$ cat config.mk
export PLATFORM = sky130hd
export DESIGN_NAME = render_sequencer
export DESIGN_NICKNAME = d
export VERILOG_FILES = /design/src/rtl/render_pkg.sv /design/src/rtl/phase_timer.sv /design/src/rtl/render_sequencer.sv
export SDC_FILE = /design/constraint.sdc
export NUM_CORES = 1
export LEC_CHECK = 0
export ABC_AREA = 1
export BUFFER_PORTS_ARGS = -buffer_cell sky130_fd_sc_hd__buf_2
export CORE_MARGIN = 8
export CORE_UTILIZATION = 58
export CTS_CLUSTER_DIAMETER = 60
export DETAILED_ROUTE_END_ITERATION = 7
export PLACE_DENSITY = 0.89
export SYNTH_ARGS = -nofsm -noshare
export SYNTH_HDL_FRONTEND = slang
export SYNTH_SLANG_ARGS = --single-unit
$ cat constraint.sdc
create_clock -name clk -period 2.4 [get_ports clk]
set_clock_uncertainty 0.1 [all_clocks]
set_input_delay 0.48 -clock clk [delete_from_list [all_inputs] [get_ports clk]]
set_output_delay 0.48 -clock clk [all_outputs]
set_load 0.03 [all_outputs]
$ cat src/rtl/render_pkg.sv
// Shared constants for the object render sequencer: FSM encodings and screen geometry.
package render_pkg;

  localparam logic [1:0] S_IDLE  = 2'd0;
  localparam logic [1:0] S_CLEAR = 2'd1;
  localparam logic [1:0] S_DRAW  = 2'd2;
  localparam logic [1:0] S_BLACK = 2'd3;

  localparam int unsigned SCREEN_X = 640;
  localparam int unsigned SCREEN_Y = 480;

  // A full-screen pass plus a small margin bounds any single phase.
  localparam int unsigned DEFAULT_TIMEOUT = SCREEN_X * SCREEN_Y + 16;

endpackage

$ cat src/rtl/phase_timer.sv
// Per-phase cycle counter: flags the first cycle of a phase and the last allowed cycle.
module phase_timer
  import render_pkg::*;
#(
  parameter int unsigned LIMIT = DEFAULT_TIMEOUT
) (
  input  logic clk,
  input  logic resetn,
  input  logic clear,
  input  logic run,
  output logic first,
  output logic expired
);

  localparam int unsigned CNT_W = $clog2(LIMIT) + 1;
  localparam logic [CNT_W-1:0] LAST = CNT_W'(LIMIT - 1);

  logic [CNT_W-1:0] count_q, count_d;

  always_comb begin
    count_d = count_q;
    if (clear) begin
      count_d = '0;
    end else if (run && (count_q != LAST)) begin
      count_d = count_q + CNT_W'(1);
    end
  end

  always_ff @(posedge clk) begin
    if (!resetn) begin
      count_q <= '0;
    end else begin
      count_q <= count_d;
    end
  end

  assign first   = (count_q == '0);
  assign expired = (count_q == LAST);

endmodule

$ cat src/rtl/render_sequencer.sv
// Drives clear/draw/black phase levels into the object renderer, one pass per frame tick,
// with a forced black pass after reset or a goal, plus overrun and hang reporting.
module render_sequencer
  import render_pkg::*;
#(
  parameter int unsigned TIMEOUT = DEFAULT_TIMEOUT,
  parameter int unsigned OVR_W   = 8
) (
  input  logic             clk,
  input  logic             resetn,
  input  logic             enable,
  input  logic             frameTick,
  input  logic             scored,
  input  logic             done_clearOld,
  input  logic             done_drawNew,
  input  logic             done_blackScreen,
  output logic             clearOld_pulse,
  output logic             drawNew_pulse,
  output logic             blackScreen_pulse,
  output logic             plot,
  output logic             frame_done,
  output logic             busy,
  output logic [OVR_W-1:0] overrun_count,
  output logic             timeout_err
);

  logic [1:0]       state_q, state_d;
  logic             start_q;
  logic             pending_q, pending_d;
  logic             clr_q, drw_q, blk_q;
  logic             fd_q, fd_d;
  logic             err_q;
  logic [OVR_W-1:0] ovr_q, ovr_d;

  logic in_phase, done_sel, done_ok, abort;
  logic first, expired, timer_clear, timer_run;

  assign in_phase = (state_q != S_IDLE);

  always_comb begin
    unique case (state_q)
      S_CLEAR: done_sel = done_clearOld;
      S_DRAW:  done_sel = done_drawNew;
      S_BLACK: done_sel = done_blackScreen;
      default: done_sel = 1'b0;
    endcase
  end

  // The first cycle of a phase ignores done so a stale flag cannot end the new phase.
  assign done_ok = in_phase & enable & ~first & done_sel;
  assign abort   = in_phase & enable & expired & ~done_ok;

  always_comb begin
    state_d = state_q;
    fd_d    = 1'b0;
    case (state_q)
      S_IDLE: begin
        if (start_q) begin
          state_d = S_BLACK;
        end else if (frameTick && enable) begin
          state_d = pending_q ? S_BLACK : S_CLEAR;
        end
      end
      S_CLEAR: begin
        if (done_ok) begin
          state_d = S_DRAW;
        end else if (abort) begin
          state_d = S_IDLE;
        end
      end
      S_DRAW, S_BLACK: begin
        if (done_ok) begin
          state_d = S_IDLE;
          fd_d    = 1'b1;
        end else if (abort) begin
          state_d = S_IDLE;
        end
      end
      default: state_d = S_IDLE;
    endcase
  end

  // Entering black consumes the goal even if scored is still high on that edge;
  // an aborted black pass must be retried on the next tick.
  always_comb begin
    pending_d = pending_q;
    if ((state_d == S_BLACK) && (state_q != S_BLACK)) begin
      pending_d = 1'b0;
    end else if (scored || (abort && (state_q == S_BLACK))) begin
      pending_d = 1'b1;
    end
  end

  always_comb begin
    ovr_d = ovr_q;
    if (frameTick && enable && in_phase && (ovr_q != '1)) begin
      ovr_d = ovr_q + OVR_W'(1);
    end
  end

  assign timer_clear = (state_d != state_q) || !in_phase;
  assign timer_run   = in_phase & enable;

  phase_timer #(
    .LIMIT (TIMEOUT)
  ) u_phase_timer (
    .clk     (clk),
    .resetn  (resetn),
    .clear   (timer_clear),
    .run     (timer_run),
    .first   (first),
    .expired (expired)
  );

  always_ff @(posedge clk) begin
    if (!resetn) begin
      state_q   <= S_IDLE;
      start_q   <= 1'b1;
      pending_q <= 1'b0;
      clr_q     <= 1'b0;
      drw_q     <= 1'b0;
      blk_q     <= 1'b0;
      fd_q      <= 1'b0;
      err_q     <= 1'b0;
      ovr_q     <= '0;
    end else begin
      state_q   <= state_d;
      start_q   <= 1'b0;
      pending_q <= pending_d;
      clr_q     <= (state_d == S_CLEAR);
      drw_q     <= (state_d == S_DRAW);
      blk_q     <= (state_d == S_BLACK);
      fd_q      <= fd_d;
      err_q     <= err_q | abort;
      ovr_q     <= ovr_d;
    end
  end

  assign clearOld_pulse    = clr_q;
  assign drawNew_pulse     = drw_q;
  assign blackScreen_pulse = blk_q;
  assign plot              = clr_q | drw_q | blk_q;
  assign frame_done        = fd_q;
  assign busy              = in_phase;
  assign overrun_count     = ovr_q;
  assign timeout_err       = err_q;

endmodule

# ---- Word-level counts from Yosys, hierarchy flattened
# Cells that the tools add are included.
dict set report word_totals {
  wordCells 60
  reg_bits 37
  output_inout_bits 15
}
dict set report op_classes {
  bitwise_logic 11
  mux 10
  add_sub_neg 2
  eq_ne 11
  reduce_logical 16
}
# op n
set ops {}
lappend ops {{20-bit by 1-bit adder with 20-bit output, second input constant} 1}
lappend ops {{20-bit by 19-bit equality test with 1-bit output, second input constant} 1}
lappend ops {{20-bit logical NOT} 1}
lappend ops {{20-bit by 19-bit != test with 1-bit output, second input constant} 1}
lappend ops {{2-bit two-way mux} 6}
lappend ops {{8-bit by 1-bit adder with 8-bit output, second input constant} 1}
lappend ops {{2-bit equality test, second input constant} 4}
lappend ops {{8-bit != test, second input constant} 1}
lappend ops {{1-bit logical AND} 6}
lappend ops {{2-bit case mux with 3 select lines} 1}
lappend ops {{2-bit OR reduction} 3}
lappend ops {{1-bit bitwise AND} 5}
lappend ops {{2-bit by 1-bit equality test with 1-bit output, second input constant} 2}
lappend ops {{1-bit NOT} 3}
lappend ops {{1-bit bitwise OR} 3}
lappend ops {{1-bit case mux with 3 select lines} 1}
lappend ops {{2-bit logical NOT} 1}
lappend ops {{1-bit logical OR} 2}
lappend ops {{1-bit two-way mux} 2}
lappend ops {{2-bit != test} 1}
lappend ops {{2-bit != test, second input constant} 1}
lappend ops {{2-bit AND reduction} 1}
lappend ops {{2-bit nonzero test} 1}
lappend ops {{1-bit logical NOT} 1}

# ---- Logic depth before layout (Yosys ltp)
dict set report logic_depth {
  depth_word 12
  ltp_mapped 12
  mapped_depth_nobuf 11
}

# ---- Modules after synthesis
# From an unflattened synthesis, not the netlist that was laid out.
dict set report unflattened {
  hier_cells 325
  hier_area_um2 2174.6
}
# module n_inst seq_area_each_um2 area_per_inst_um2 cells_per_inst
set by_module_without_submodules {}
lappend by_module_without_submodules {phase_timer 1 400.4 1368.8 212}
lappend by_module_without_submodules {render_sequencer 1 340.3 805.8 113}

# ---- Least setup slack after synthesis
# OpenSTA, ideal clock, no wires.
dict set report synth_timing {
  path_kind {flip-flop to flip-flop}
  from {register ovr_q[1], in the netlist overrun_count[1]}
  to {register ovr_q[5], in the netlist overrun_count[5]}
  arrival_time_ns 1.477
  setup_time_ns 0.117
  path_stages_with_launch 11
  period_less_slack_ns 1.694
  required_ns 2.183
  n_path_buf 0
  slack_ns 0.706
  cell_sequence {dfxtp_1 > ha_1 > nand2_1 > nor2_1 > nand2_1 > nand2_1 > inv_1 > nand3_1 > nor2_1 > nor2_1 > nor2_1}
}
dict set report synth_via {
  elab_chain_cells 2
  word_cells_on_any_way 3
  cone_classes {add/sub (1); eq/ne (1); reduce/logical (1)}
}
# item line_no
set synth_rtl {}
lappend synth_rtl {{start, declared} render_sequencer.sv:33} ;# logic [OVR_W-1:0] ovr_q, ovr_d;
lappend synth_rtl {{start signal, assigned} render_sequencer.sv:135} ;# ovr_q <= ovr_d;
lappend synth_rtl {{parallel branches: the longest is 2 deep, another holds 8-bit by 1-bit adder with 8-bit output} n/a}
# Several ways; the timed one is not identified.
# A chain may end at the register's enable or synchronous reset.

# ---- Final worst setup path
dict set report layout_timing {
  from {register u_phase_timer.count_q[0]}
  to {register u_phase_timer.count_q[9]}
}
dict set report layout_via {
  elab_chain_cells 12
  word_cells_on_any_way 18
  cone_classes {add/sub (1); eq/ne (3); mux (4); bitwise (6); reduce/logical (4)}
}
# item line_no
set layout_rtl {}
lappend layout_rtl {{start, declared} phase_timer.sv:18} ;# logic [CNT_W-1:0] count_q, count_d;
lappend layout_rtl {{start signal, assigned} phase_timer.sv:33} ;# count_q <= count_d;
lappend layout_rtl {{20-bit logical NOT} phase_timer.sv:37} ;# assign first = (count_q == '0);
lappend layout_rtl {{1-bit NOT} render_sequencer.sv:50} ;# assign done_ok = in_phase & enable & ~first & done_sel;
lappend layout_rtl {{1-bit bitwise AND (2 in series)} render_sequencer.sv:50}
lappend layout_rtl {{1-bit NOT} render_sequencer.sv:51} ;# assign abort = in_phase & enable & expired & ~done_ok;
lappend layout_rtl {{1-bit bitwise AND} render_sequencer.sv:51}
lappend layout_rtl {{2-bit two-way mux} {render_sequencer.sv:67, render_sequencer.sv:75}}
lappend layout_rtl {{2-bit two-way mux (on tied branches)} {render_sequencer.sv:72, render_sequencer.sv:65}}
lappend layout_rtl {{2-bit case mux with 3 select lines} render_sequencer.sv:56} ;# case (state_q)
lappend layout_rtl {{2-bit != test} render_sequencer.sv:101} ;# assign timer_clear = (state_d != state_q) || !in_phase;
lappend layout_rtl {{1-bit logical OR} render_sequencer.sv:101}
lappend layout_rtl {{2-bit OR reduction (no source line)} n/a}
# Several ways; a longest one is shown, not always the timed one.

==> results.toml <==
[run_status]
status = "finished, final reports clean"

[clock_network]
holdBufCountCts = 0
clock-sinks = 37
cts_root_buf = "clkbuf_8"
cts.path.max_buffers = 2
htree_levels = 2
cts_resized = 0
postCtsSetupRepairBufs = 0
cts_buffers = 5
cts_tree = "yes"
clock_latency_ps = 290
path_clk_slew_ps = 70

[finish]
final_cell_mix = "nand2_1 (88), nor2_1 (44), inv_1 (38)"
fillerInstances = 322
drive_above_1_share = 0.138
final_util = 0.645
area_growth_pct = 8.58
final_nets = 357
mostFrequentLayoutCell = "nand2_1"
diodes = 0
design_area_um2 = 2330

[place]
placed_area_um2 = 2240
dp_hpwl_um = 3410
port_buffers = 22
gp_congestion = 0.944
pre_cts_slack_ps = 407

[power_and_ir_drop]
ir_worst_vdd_mv = 0.542
power_density_nw_per_um2 = 540
leakagePower_nw = 0.952
power_mw = 1.26
p_seq_frac = 0.516
power_frac_comb = 0.149
switching_share = 0.299
switchingPower_mw = 0.376
clockPowerShare = 0.335
intPower_mw = 0.881

[global_routing]
grt_use_total = 0.158
antenna_found_initial = 0
grt-ovfl-total = 0
grt_pass1_wl_um = 7910
grt_max_degree = 23
grt_pass1_vias = 1989

[floorplanning]
die_area_um2 = 5900
io_pins = 23
die_w_um = 76.8
core_region_area_um2 = 3610
fp.dieH_um = 76.8
rows = 22
initial_core_util = 0.594

[synthesis]
synth_cells = 325
synth_cell_types = 30
syn_area_per_cell_um2 = 6.59
synth_top_cell_by_area = "dfxtp_1"
netlist_area_um2 = 2140
synth_edf_count = 0
async_flop_share = 0
synth_flop_cell = "dfxtp_1"
ys_ff_latch = 37
synth_area_leaders = "dfxtp_1 (35%), nand2_1 (15%), nor2_1 (7.7%), inv_1 (6.7%), a21oi_1 (6.3%)"
ys_warn_count = 0
yosysSeqAreaShare = 0.346
synth_nets = 336
synthDominantCellAreaShare = 0.346

[sta]
max_freq_mhz = 495
fin_crit_sh = 0.842
tns_ps = 0
rsz0062_at_grt = "no"
finalHoldViolCount = 0
slew-limit-headroom = 0.633
finalSetupViolCount = 0
tightest_slew_ps = 550
layout_setup_ws_ps = 378
post-route-min-period_ps = 2020
drv_slew = 0

[setup_path]
end_kind = "flop"
crit_fanout = 22
crit_arrival_ps = 2130
critPathRequiredTime_ps = 2510
crit_type = "flop to flop"
startpoint_type = "flop"

[detailed_routing]
vias_per_cell = 5.24
drt-total-wl_um = 4560
drc = 0
vias = 2068
drtPass1Iterations = 4
wl_per_cell_um = 11.6
drtIter0Drc = 157
ant_nets = 0

[job]
max_cap_violations = 0

[min_path]
hold_path_class = "input pin to flop"
## Yosys cell counts, types with 5 or more instances
cell type / instances
xnor2_1: 6
nand3_1: 23
buf_6: 5
a21oi_1: 27
dfxtp_1: 37
nor2_1: 44
xor2_1: 6
inv_1: 38
nand4_1: 8
nand2_1: 88
o21ai_0: 7
nor3_1: 7
## area by class of cell
cell class	count	area [um^2]	share of cell area
repair buffers	22	110	0.0473
clock inverters	3	17.5	0.00753
inverters	42	160	0.0688
clock buffers	5	68.8	0.0296
well taps	48	60.1	0.0258
multi-input cells	238	1170	0.503
flip-flops and latches	37	741	0.318
## kinds of logic (layout without fill, tap and decap cells)
kind of cell | after synthesis | after routing | share of synthesized area
AND/OR/NAND/NOR | 188 | 188 | 0.396
flip-flops | 37 | 37 | 0.346
AO/OA/AOI/OAI | 35 | 35 | 0.0835
XOR/XNOR | 12 | 12 | 0.0490
adder cells (fa/ha/maj) | 3 | 3 | 0.0175
buffers and inverters | 50 | 72 | 0.109
## path summary, 6_finish.rpt
check / cells past startpoint / from / slack, ps / end
worst max-delay path: 9 / u_phase_timer.count_q[0] / 380 / u_phase_timer.count_q[9]
worst min-delay path: 3 / scored / 350 / pending_q
worst max register to register: 9 / u_phase_timer.count_q[0] / 380 / u_phase_timer.count_q[9]
worst min register to register: 2 / timeout_err / 390 / timeout_err
## critical path, stage by stage, from the launching register on
cell,delay (ps)
dfxtp_1,430
ha_1,310
nand3_2,160
nor2_2,170
nand3_2,120
nand2_4,210
inv_4,150
nand3_1,100
nand2_1,50
a21oi_1,130
## metal layers
| layer | share of wire | up-vias | global-route usage |
|---|---|---|---|
| li1 | - | 1068 | - |
| met5 | 0 | - | 0 |
| met4 | 0.020 | 0 | 0.0673 |
| met2 | 0.46 | 46 | 0.265 |
| met1 | 0.47 | 943 | 0.179 |
| met3 | 0.047 | 11 | 0.0513 |
## sequential cells by signal, summed over array words and instances (netlist names)
register and flops:
u_phase_timer.count_q 20, overrun_count 8, state_q 2, blackScreen_pulse 1, clearOld_pulse 1, drawNew_pulse 1
frame_done 1, pending_q 1, start_q 1, timeout_err 1
## power groups by stage
stage | logic, mW | clock network (mW) | registers (mW)
after floorplan | 0.140 | 0 | 0.678
after global placement | 0.185 | 0 | 0.662
after detailed placement | 0.188 | 0 | 0.663
after CTS | 0.189 | 0.435 | 0.649
after global routing | 0.208 | 0.457 | 0.652
final | 0.187 | 0.421 | 0.649
## through the flow
stage | cells | hold slack, ps
5_1_grt | 395 | 386
4_1_cts | 395 | 352
3_3_place_gp | 387 | 360
6_report | 395 | 352
3_5_place_dp | 387 | 358
2_1_floorplan | 325 | 363
No activity file was read; power rests on OpenSTA's default activity.
